<file path="config.mk">
export PLATFORM = sky130hd
export DESIGN_NAME = nav_sequencer_flat
export DESIGN_NICKNAME = d
export VERILOG_FILES = /design/src/rtl/nav_cmd_if.sv /design/src/rtl/nav_sequencer.sv /design/src/flat_wrapper.sv
export SDC_FILE = /design/constraint.sdc
export NUM_CORES = 1
export LEC_CHECK = 0
export ABC_AREA = 1
export CORE_MARGIN = 5
export CORE_UTILIZATION = 45
export CTS_CLUSTER_SIZE = 12
export DETAILED_ROUTE_END_ITERATION = 10
export PLACE_DENSITY = 0.7
export SLEW_MARGIN = 15
export SYNTH_ARGS = -nofsm -noshare
export SYNTH_HDL_FRONTEND = slang
export SYNTH_SLANG_ARGS = --single-unit
</file>
<file path="constraint.sdc">
create_clock -name clk -period 1.6 [get_ports clk]
set_clock_uncertainty 0.1 [all_clocks]
set_input_delay 0.24 -clock clk [delete_from_list [all_inputs] [get_ports clk]]
set_output_delay 0.24 -clock clk [all_outputs]
set_load 0.01 [all_outputs]
</file>
<file path="src/rtl/nav_cmd_if.sv">
// Command stream between a requester and the nav_sequencer: a valid/ready
// handshake carrying a 3-bit opcode.
interface nav_cmd_if;
  logic       cmd_valid;
  logic [2:0] cmd_op;
  logic       cmd_ready;

  modport master (output cmd_valid, output cmd_op, input  cmd_ready);
  modport slave  (input  cmd_valid, input  cmd_op, output cmd_ready);
endinterface

</file>
<file path="src/rtl/nav_sequencer.sv">
// Sequencing controller for the axis-position datapath: one-hot velocity and
// position-source selects, plus the warp charge / jump / cooldown sequence.
module nav_sequencer #(
  parameter int unsigned CHARGE_CYCLES   = 8,
  parameter int unsigned COOLDOWN_CYCLES = 16,
  parameter int unsigned CW              = 8
) (
  input  logic       clk,
  input  logic       reset,
  nav_cmd_if.slave   cmd,
  output logic [3:0] mode_selector,
  output logic [3:0] pos_selector,
  output logic       warp_active,
  output logic       busy,
  output logic       cmd_error,
  output logic [7:0] warp_count
);

  typedef enum logic [2:0] {
    S_CLEAR, S_CRUISE, S_CHARGE, S_WARP, S_COOLDOWN
  } state_e;

  typedef enum logic [2:0] {
    OP_RESET_POS = 3'd0,
    OP_ATTACK    = 3'd1,
    OP_DEFENSE   = 3'd2,
    OP_STEALTH   = 3'd3,
    OP_WARP      = 3'd4,
    OP_HALT      = 3'd5
  } op_e;

  localparam logic [3:0]    MODE_ZERO    = 4'b0001;
  localparam logic [3:0]    MODE_ATTACK  = 4'b0010;
  localparam logic [3:0]    MODE_DEFENSE = 4'b0100;
  localparam logic [3:0]    MODE_STEALTH = 4'b1000;
  localparam logic [3:0]    POS_CLEAR    = 4'b0001;
  localparam logic [3:0]    POS_INTEG    = 4'b0010;
  localparam logic [3:0]    POS_WARP     = 4'b0100;
  localparam logic [CW-1:0] CHARGE_LOAD  = CW'(CHARGE_CYCLES - 1);
  localparam logic [CW-1:0] COOL_LOAD    = CW'(COOLDOWN_CYCLES - 1);

  state_e      state_q, state_d;
  logic [CW-1:0] counter_q, counter_d;
  logic [3:0]  cruise_mode_q, cruise_mode_d;
  logic [7:0]  warp_count_q, warp_count_d;
  logic        cmd_error_q, cmd_error_d;
  logic        accept;

  // NOTE: sequential state uses non-blocking assignments so every flop samples
  // the pre-edge values, independent of statement order.
  always_ff @(posedge clk or posedge reset) begin
    if (reset) begin
      state_q       <= S_CLEAR;
      counter_q     <= '0;
      cruise_mode_q <= MODE_ZERO;
      warp_count_q  <= '0;
      cmd_error_q   <= 1'b0;
    end else begin
      state_q       <= state_d;
      counter_q     <= counter_d;
      cruise_mode_q <= cruise_mode_d;
      warp_count_q  <= warp_count_d;
      cmd_error_q   <= cmd_error_d;
    end
  end

  assign accept = cmd.cmd_valid && (state_q == S_CRUISE);

  // NOTE: every signal gets a default before the case so no path leaves it
  // unassigned, which would otherwise infer a latch.
  always_comb begin
    state_d       = state_q;
    counter_d     = counter_q;
    cruise_mode_d = cruise_mode_q;
    warp_count_d  = warp_count_q;
    cmd_error_d   = 1'b0;
    unique case (state_q)
      S_CLEAR: state_d = S_CRUISE;
      S_CRUISE: begin
        if (accept) begin
          case (cmd.cmd_op)
            OP_RESET_POS: state_d = S_CLEAR;
            OP_ATTACK:    cruise_mode_d = MODE_ATTACK;
            OP_DEFENSE:   cruise_mode_d = MODE_DEFENSE;
            OP_STEALTH:   cruise_mode_d = MODE_STEALTH;
            OP_HALT:      cruise_mode_d = MODE_ZERO;
            OP_WARP: begin
              state_d   = S_CHARGE;
              counter_d = CHARGE_LOAD;
            end
            default:      cmd_error_d = 1'b1;
          endcase
        end
      end
      S_CHARGE: begin
        if (counter_q == '0) state_d = S_WARP;
        else                 counter_d = counter_q - 1'b1;
      end
      S_WARP: begin
        state_d   = S_COOLDOWN;
        counter_d = COOL_LOAD;
        if (warp_count_q != 8'hFF) warp_count_d = warp_count_q + 8'd1;
      end
      S_COOLDOWN: begin
        if (counter_q == '0) state_d = S_CRUISE;
        else                 counter_d = counter_q - 1'b1;
      end
      default: state_d = S_CLEAR;
    endcase
  end

  // Moore decode: outputs depend on registered state only.
  always_comb begin
    mode_selector = MODE_ZERO;
    pos_selector  = POS_INTEG;
    cmd.cmd_ready = 1'b0;
    busy          = 1'b1;
    warp_active   = 1'b0;
    unique case (state_q)
      S_CLEAR:  pos_selector = POS_CLEAR;
      S_CRUISE: begin
        mode_selector = cruise_mode_q;
        cmd.cmd_ready = 1'b1;
        busy          = 1'b0;
      end
      S_WARP: begin
        pos_selector = POS_WARP;
        warp_active  = 1'b1;
      end
      default: ;
    endcase
  end

  assign cmd_error  = cmd_error_q;
  assign warp_count = warp_count_q;

endmodule
</file>
<file path="src/flat_wrapper.sv">
// flat-port wrapper written by rule: the top's interface ports become plain ports
module nav_sequencer_flat 
#(
  parameter int unsigned CHARGE_CYCLES   = 8,
  parameter int unsigned COOLDOWN_CYCLES = 16,
  parameter int unsigned CW              = 8
)
  (clk, reset, mode_selector, pos_selector, warp_active, busy, cmd_error, warp_count, cmd_cmd_valid, cmd_cmd_op, cmd_cmd_ready);
  nav_cmd_if cmd_i ();
  input  logic clk;
  input  logic reset;
  output logic [3:0] mode_selector;
  output logic [3:0] pos_selector;
  output logic warp_active;
  output logic busy;
  output logic cmd_error;
  output logic [7:0] warp_count;
  input wire logic [$bits(cmd_i.cmd_valid)-1:0] cmd_cmd_valid;
  input wire logic [$bits(cmd_i.cmd_op)-1:0] cmd_cmd_op;
  output wire logic [$bits(cmd_i.cmd_ready)-1:0] cmd_cmd_ready;
  assign cmd_i.cmd_valid = cmd_cmd_valid;
  assign cmd_i.cmd_op = cmd_cmd_op;
  assign cmd_cmd_ready = cmd_i.cmd_ready;
  nav_sequencer #(.CHARGE_CYCLES(CHARGE_CYCLES), .COOLDOWN_CYCLES(COOLDOWN_CYCLES), .CW(CW)) u_core (.clk(clk), .reset(reset), .cmd(cmd_i), .mode_selector(mode_selector), .pos_selector(pos_selector), .warp_active(warp_active), .busy(busy), .cmd_error(cmd_error), .warp_count(warp_count));
endmodule
</file>
== Word-level counts from Yosys, hierarchy flattened ==
Index checks and enable logic that the tools add are counted.
Widths: inputs -> output; s select.

* Register bits: 24
* Input port bits: 6
* Output and inout bits: 20

* $add $sub $neg: 2
* Equal/unequal tests: 16
* Multiplexer cells: 18
* Reductions and logical operators: 12

{| class="wikitable"
|+ Operator list
! kind !! number
|-
| $mux 8 || 3
|-
| $pmux 8 s3 || 1
|-
| $pmux 4 s4 || 1
|-
| $pmux 3 s5 || 1
|-
| $eq 3x2->1 const B || 4
|-
| $pmux 3 s2 || 2
|-
| $eq 3x3->1 const B || 3
|-
| $mux 3 || 3
|-
| $add 8x1->8 const B || 1
|-
| $logic_not 8->1 || 1
|-
| $ne 8x8->1 const B || 1
|-
| $reduce_and 4->1 || 2
|-
| $sub 8x1->8 const B || 1
|-
| $eq 3x1->1 const B || 2
|-
| $logic_not 3->1 || 2
|-
| $mux 1 || 6
|-
| $ne 2x1->1 const B || 3
|-
| $reduce_or 6->1 || 1
|-
| $mux 4 || 1
|-
| $ne 2x2->1 const B || 2
|-
| $reduce_bool 4->1 || 1
|-
| $ne 3x3->1 const B || 1
|-
| $reduce_and 3->1 || 1
|-
| $reduce_bool 3->1 || 1
|-
| other kinds (3) || 3
|}

== Longest topological paths before layout ==
* Depth after elaboration: 5
* Gate-level depth with buffers: 9
* Mapped depth without buffers: 9

== Worst setup path after synthesis ==
No wires, ideal clock.

* Kind: flip-flop to flip-flop
* Start: register u_core.state_q[2]
* End: register u_core.counter_q[7]
* Library setup time: 0.116 ns
* Data arrival time: 1.155 ns
* Setup slack: 0.228 ns
* Cell stages (with the launch flop): 7
* Buffers on the path: 0
* Period minus slack after synthesis: 1.372 ns
* Cell sequence: dfrtp_1 > nor2_2 > nand2_4 > a21oi_2 > nor2_8 > nand2_1 > nand2_1

* Longest elaborated chain between the ends: 4

{| class="wikitable"
|+ Ends and longest elaborated chain
! item !! line !! source
|-
| start: declaration || nav_sequencer.sv:42 || <nowiki>state_e state_q, state_d;</nowiki>
|-
| start signal: assignment || nav_sequencer.sv:59 || <nowiki>state_q <= state_d;</nowiki>
|-
| $eq 3x2->1, or another cell as far along || nav_sequencer.sv:77 || <nowiki>unique case (state_q)</nowiki>
|-
| $reduce_or 2->1 (no source line) / $logic_and 1x1->1 (equally long branches) || -- ||
|-
| $ne 2x2->1 (no source line), or another cell as far along || -- ||
|-
| $reduce_and 4->1 (no source line) || -- ||
|-
| end signal: assignment || nav_sequencer.sv:60 || <nowiki>counter_q <= counter_d;</nowiki>
|-
| end: declaration || nav_sequencer.sv:43 || <nowiki>logic [CW-1:0] counter_q, counter_d;</nowiki>
|}

Parallel ways exist; a longest one is shown, timed or not.
A chain may end at the register's enable or synchronous reset.

== Worst setup path after layout ==
* Start: register u_core.state_q[1]
* End: output port pos_selector[1]

* Longest elaborated chain between the ends: 2

{| class="wikitable"
|+ Ends and longest elaborated chain
! item !! line !! source
|-
| $eq 3x2->1 / $logic_not 3->1 (equally long branches) || nav_sequencer.sv:119 || <nowiki>unique case (state_q)</nowiki>
|-
| $pmux 3 s2 (*) || nav_sequencer.sv:119 ||
|-
| end: declaration || flat_wrapper.sv:13 || <nowiki>output logic [3:0] pos_selector;</nowiki>
|}

Mark *: on every way between the ends. The rest lies on a longest branch, timed or not.

==> results.txt <==
The flow ran to the end, but the final reports show violations. The checks that failed: negative setup slack. The total DRC errors in the routed layout is 0. The net count of the mapped netlist is 212. The detailed placer's ending HPWL came out at 2370 um. The total number of vias is 1451. Setup violations remaining at the end of the flow were counted as 14. The number of inserted filler cells in the final layout came out at 261. The total power density per cell area came out at 1780 nW/um2. The number of failing hold endpoints at the final stage is 0.

The repair_antennas step left the layout with diodes totalling 0. Once detail routing completed, the nets flagged for antenna violations numbered 0. met2 is the most crowded layer. Counting every sink on the clock net gives 24. In this run the mean area of a mapped cell was 7.35 um2. Global routing used 16.1% of the available tracks across all layers. Buffers placed on the I/O ports in this run total 24. The largest stage delay on the critical path is 440 ps. For this run the aggregate overflow at the end of global routing stands at 0. The met1 capacity usage during global routing came out at 20.5%. The die area is 4570 um2. Walking the worst path, the cells encountered are buf_6 -> inv_4 -> nand2_4 -> o21ai_2 -> inv_1 -> buf_2. The synthesized area came out at 1490 um2.

The average wire per standard cell is 11.3 um. Summed over all cells, the static leakage comes to 1.23 nW. The setup slack of the most critical reg-to-reg path is -30 ps.

For met3 alone, demand over resource in global routing was 1.83%. The register area share after synthesis is 40.3%. The area inside the core boundary is 3280 um2. The I/O pin total is 26. The largest individual stage delay along the critical path comes from the cell dfrtp_1. The layout overhead on the synthesized area came out at 50.6%. Setup repair after global routing could not meet its margin everywhere. The number of buffers inserted by hold repair at cts came out at 0.

The number of pins exceeding their max-slew limit in the final report came to 0. The largest net degree at the start of global routing came out at 19. The routability congestion estimate from global placement is 0.798. The sum of routed wire length over all layers came out at 3470 um. The wire length of the first global-routing pass came out at 5680 um. The library cell with the largest summed area after synthesis is dfrtp_1. The number of global-route vias before repair came out at 1375. The layout cell share with drive strength beyond 1 came out at 34.7%.

The worst setup path is captured at a primary output. At the placement stage, the worst setup path has a slack of -154 ps. The number of instances in the synthesized netlist is 203.

The number of max-capacitance violations reported came out at 0. Static timing analysis puts the maximum clock frequency at 609 MHz. The worst register-to-register path ends at u_core.counter_q[0]$_DFFE_PP0P_. The total of warnings raised by yosys came out at 0. The first-iteration detailed-routing DRC count came out at 48. TritonCTS built the clock tree. After synthesis, the cell types taking the most area are dfrtp_1, nand2_1, inv_1. The proportion of netlist area held by the largest area contributor came out at 38.6%. STA puts the critical path data arrival time at 1300 ps. The maximum VDD drop came out at 1.38 mV. The floorplan die width is 67.6 um. The row count is 21. The startpoint identified for the worst register-to-register timing path is u_core.state_q[2]$_DFFE_PP0P_. The maximum fanout count along the critical path came out at 3.

Counting I/O delays and the setup requirement, the final critical path takes 1640 ps. The number of distinct standard cells referenced by the synthesized netlist is 27. The worst setup path is launched from a flip-flop.

The synthesized design contains 24 register bits. The clock root buffer is clkbuf_4. The worst setup path is of the reg -> out kind. The initial core utilization is 45.4%. The first detailed-routing pass ran for 4 iterations. The share of the cycle needed by the critical path after routing is 103%. The net count of the finished layout came out at 272. The initial antenna violation count came to 0. In this run the number of H-tree levels came out at 1.

The final cell area excluding filler cells is 2250 um2. The post-detailed-route via-to-cell ratio came out at 4.71. The required time of the critical path is 1260 ps. The met2 track demand over resource in global routing is 27.8%. The TritonCTS buffer count came out at 3. The depth of the worst register-to-register path is 9.

The later-pin clock latency in the skew report came out at 320 ps. In this run the worst hold path is classified as in -> async. The placed instance area is 1940 um2. The die is 67.6 um tall. The maximum count of clock buffers along a single path is 2. In the post-route analysis, the smallest setup slack over all paths is -42.2 ps. The clock-pin transition on the worst setup and hold timing paths is 140 ps.
==> metrics by stage <==
step           instances  util [%]  hold slack, ps  setup TNS (ps)  power, mW
6_report             308      68.5            38.2            -233       4.00
5_1_grt              308      68.5            54.2           -1550       4.31
3_5_place_dp         291      59.0             365           -1260       2.96
3_3_place_gp         291      59.0             363            -732       2.94
4_1_cts              307      62.4            39.9           -74.3       3.48
2_1_floorplan        203         -             154               0       2.13
==> kinds of logic after synthesis <==
logic type | Yosys count | share of synthesized area (%)
buf+inv | 30 | 8.05
compound gates | 19 | 7.63
xor+xnor | 8 | 4.69
fa+ha+maj | 3 | 2.51
simple gates | 118 | 36.5
other cells | 1 | 0.251
flops | 24 | 40.3
==> synthesized netlist by cell type <==
cell type and n:
nand2_4 2, nor2_2 5, nor2_4 1, o21ai_1 8
xnor2_1 3, nand4_1 4, o21bai_1 2, inv_1 22
nor3_1 3, nand3_1 6, inv_2 6, nand3_2 4
nand2_2 2, ha_1 3, conb_1 1, nand2_1 68
nor2_1 22, nor2_8 1, dfstp_2 1, a21oi_2 1
dfrtp_1 23, buf_4 2, xor2_1 5, a21boi_0 1
o21ai_0 3, o21ai_2 1, o22ai_1 3
==> report_power, final <==
part / switching (mW) / total (mW) / leakage [nW] / internal, mW
registers: 0.135 / 0.928 / 0.312 / 0.793
logic: 1.39 / 2.62 / 0.891 / 1.23
clock network: 0.198 / 0.452 / 0.0279 / 0.253
total: 1.72 / 4.00 / 1.23 / 2.27
==> registers in the layout, summed over array words and instances, names as in the netlist <==
name	flops
u_core.cruise_mode_q	4
u_core.cmd_error	1
u_core.counter_q	8
u_core.warp_count	8
u_core.state_q	3
==> critical path, delay by kind of cell (launching register included) <==
family          cells  cell delay, ps
compound gates      1             110
buf+inv             4             380
simple gates        1              40
flops               1             440
==> layout by cell type, fill, tap and decap left out, drive strengths merged <==
cell	instances
ha	3
a21oi	1
nand2	72
xnor2	3
nor3	3
nor2	29
conb	1
dfrtp	23
a21boi	1
nand3	10
o21ai	12
bufinv	1
o22ai	3
buf	43
inv	28
nand4	4
xor2	5
dlygate4sd2	1
dlymetal6s2s	6
clkbuf	3
clkdlybuf4s50	7
dfstp	1
o21bai	2
==> per-layer routing <==
layer / routed length [um] / vias up
li1: - / 750
met1: 1620 / 670
met2: 1690 / 27
met3: 121 / 4
met4: 42 / 0
met5: 0 / -
==> final cells by class <==
class                   count  area (um2)  share of cell area [%]
clock buffers               3        22.5                    1.00
flip-flops and latches     24         603                    26.8
well taps                  46        57.6                    2.56
multi-input cells         149         896                    39.8
inverters                  28         113                    5.01
repair buffers             57         527                    23.4
clock inverters             1        30.0                    1.34
==> worst max path at each step <==
stage	to	slack [ps]	start	depth (start not counted)
final	pos_selector[1]	-40	u_core.state_q[1]$_DFFE_PP0P_	6
after global routing	pos_selector[1]	-100	u_core.state_q[1]$_DFFE_PP0P_	6
after CTS	pos_selector[1]	-60	u_core.state_q[1]$_DFFE_PP0P_	6
after detailed placement	u_core.counter_q[5]$_DFFE_PP0P_	-150	cmd_cmd_op[1]	9
after global placement	u_core.counter_q[1]$_DFFE_PP0P_	-80	cmd_cmd_op[1]	9
after floorplan	u_core.counter_q[7]$_DFFE_PP0P_	230	u_core.state_q[2]$_DFFE_PP0P_	6
==> repair_timing <==
| item | in CTS | in global routing |
|---|---|---|
| setup endpoints to repair | 24 | 31 |
| pin swaps | 2 | 11 |
| resized for setup | 47 | 46 |
| buffers inserted | 12 | 1 |
(Power assumes the default switching activity.)
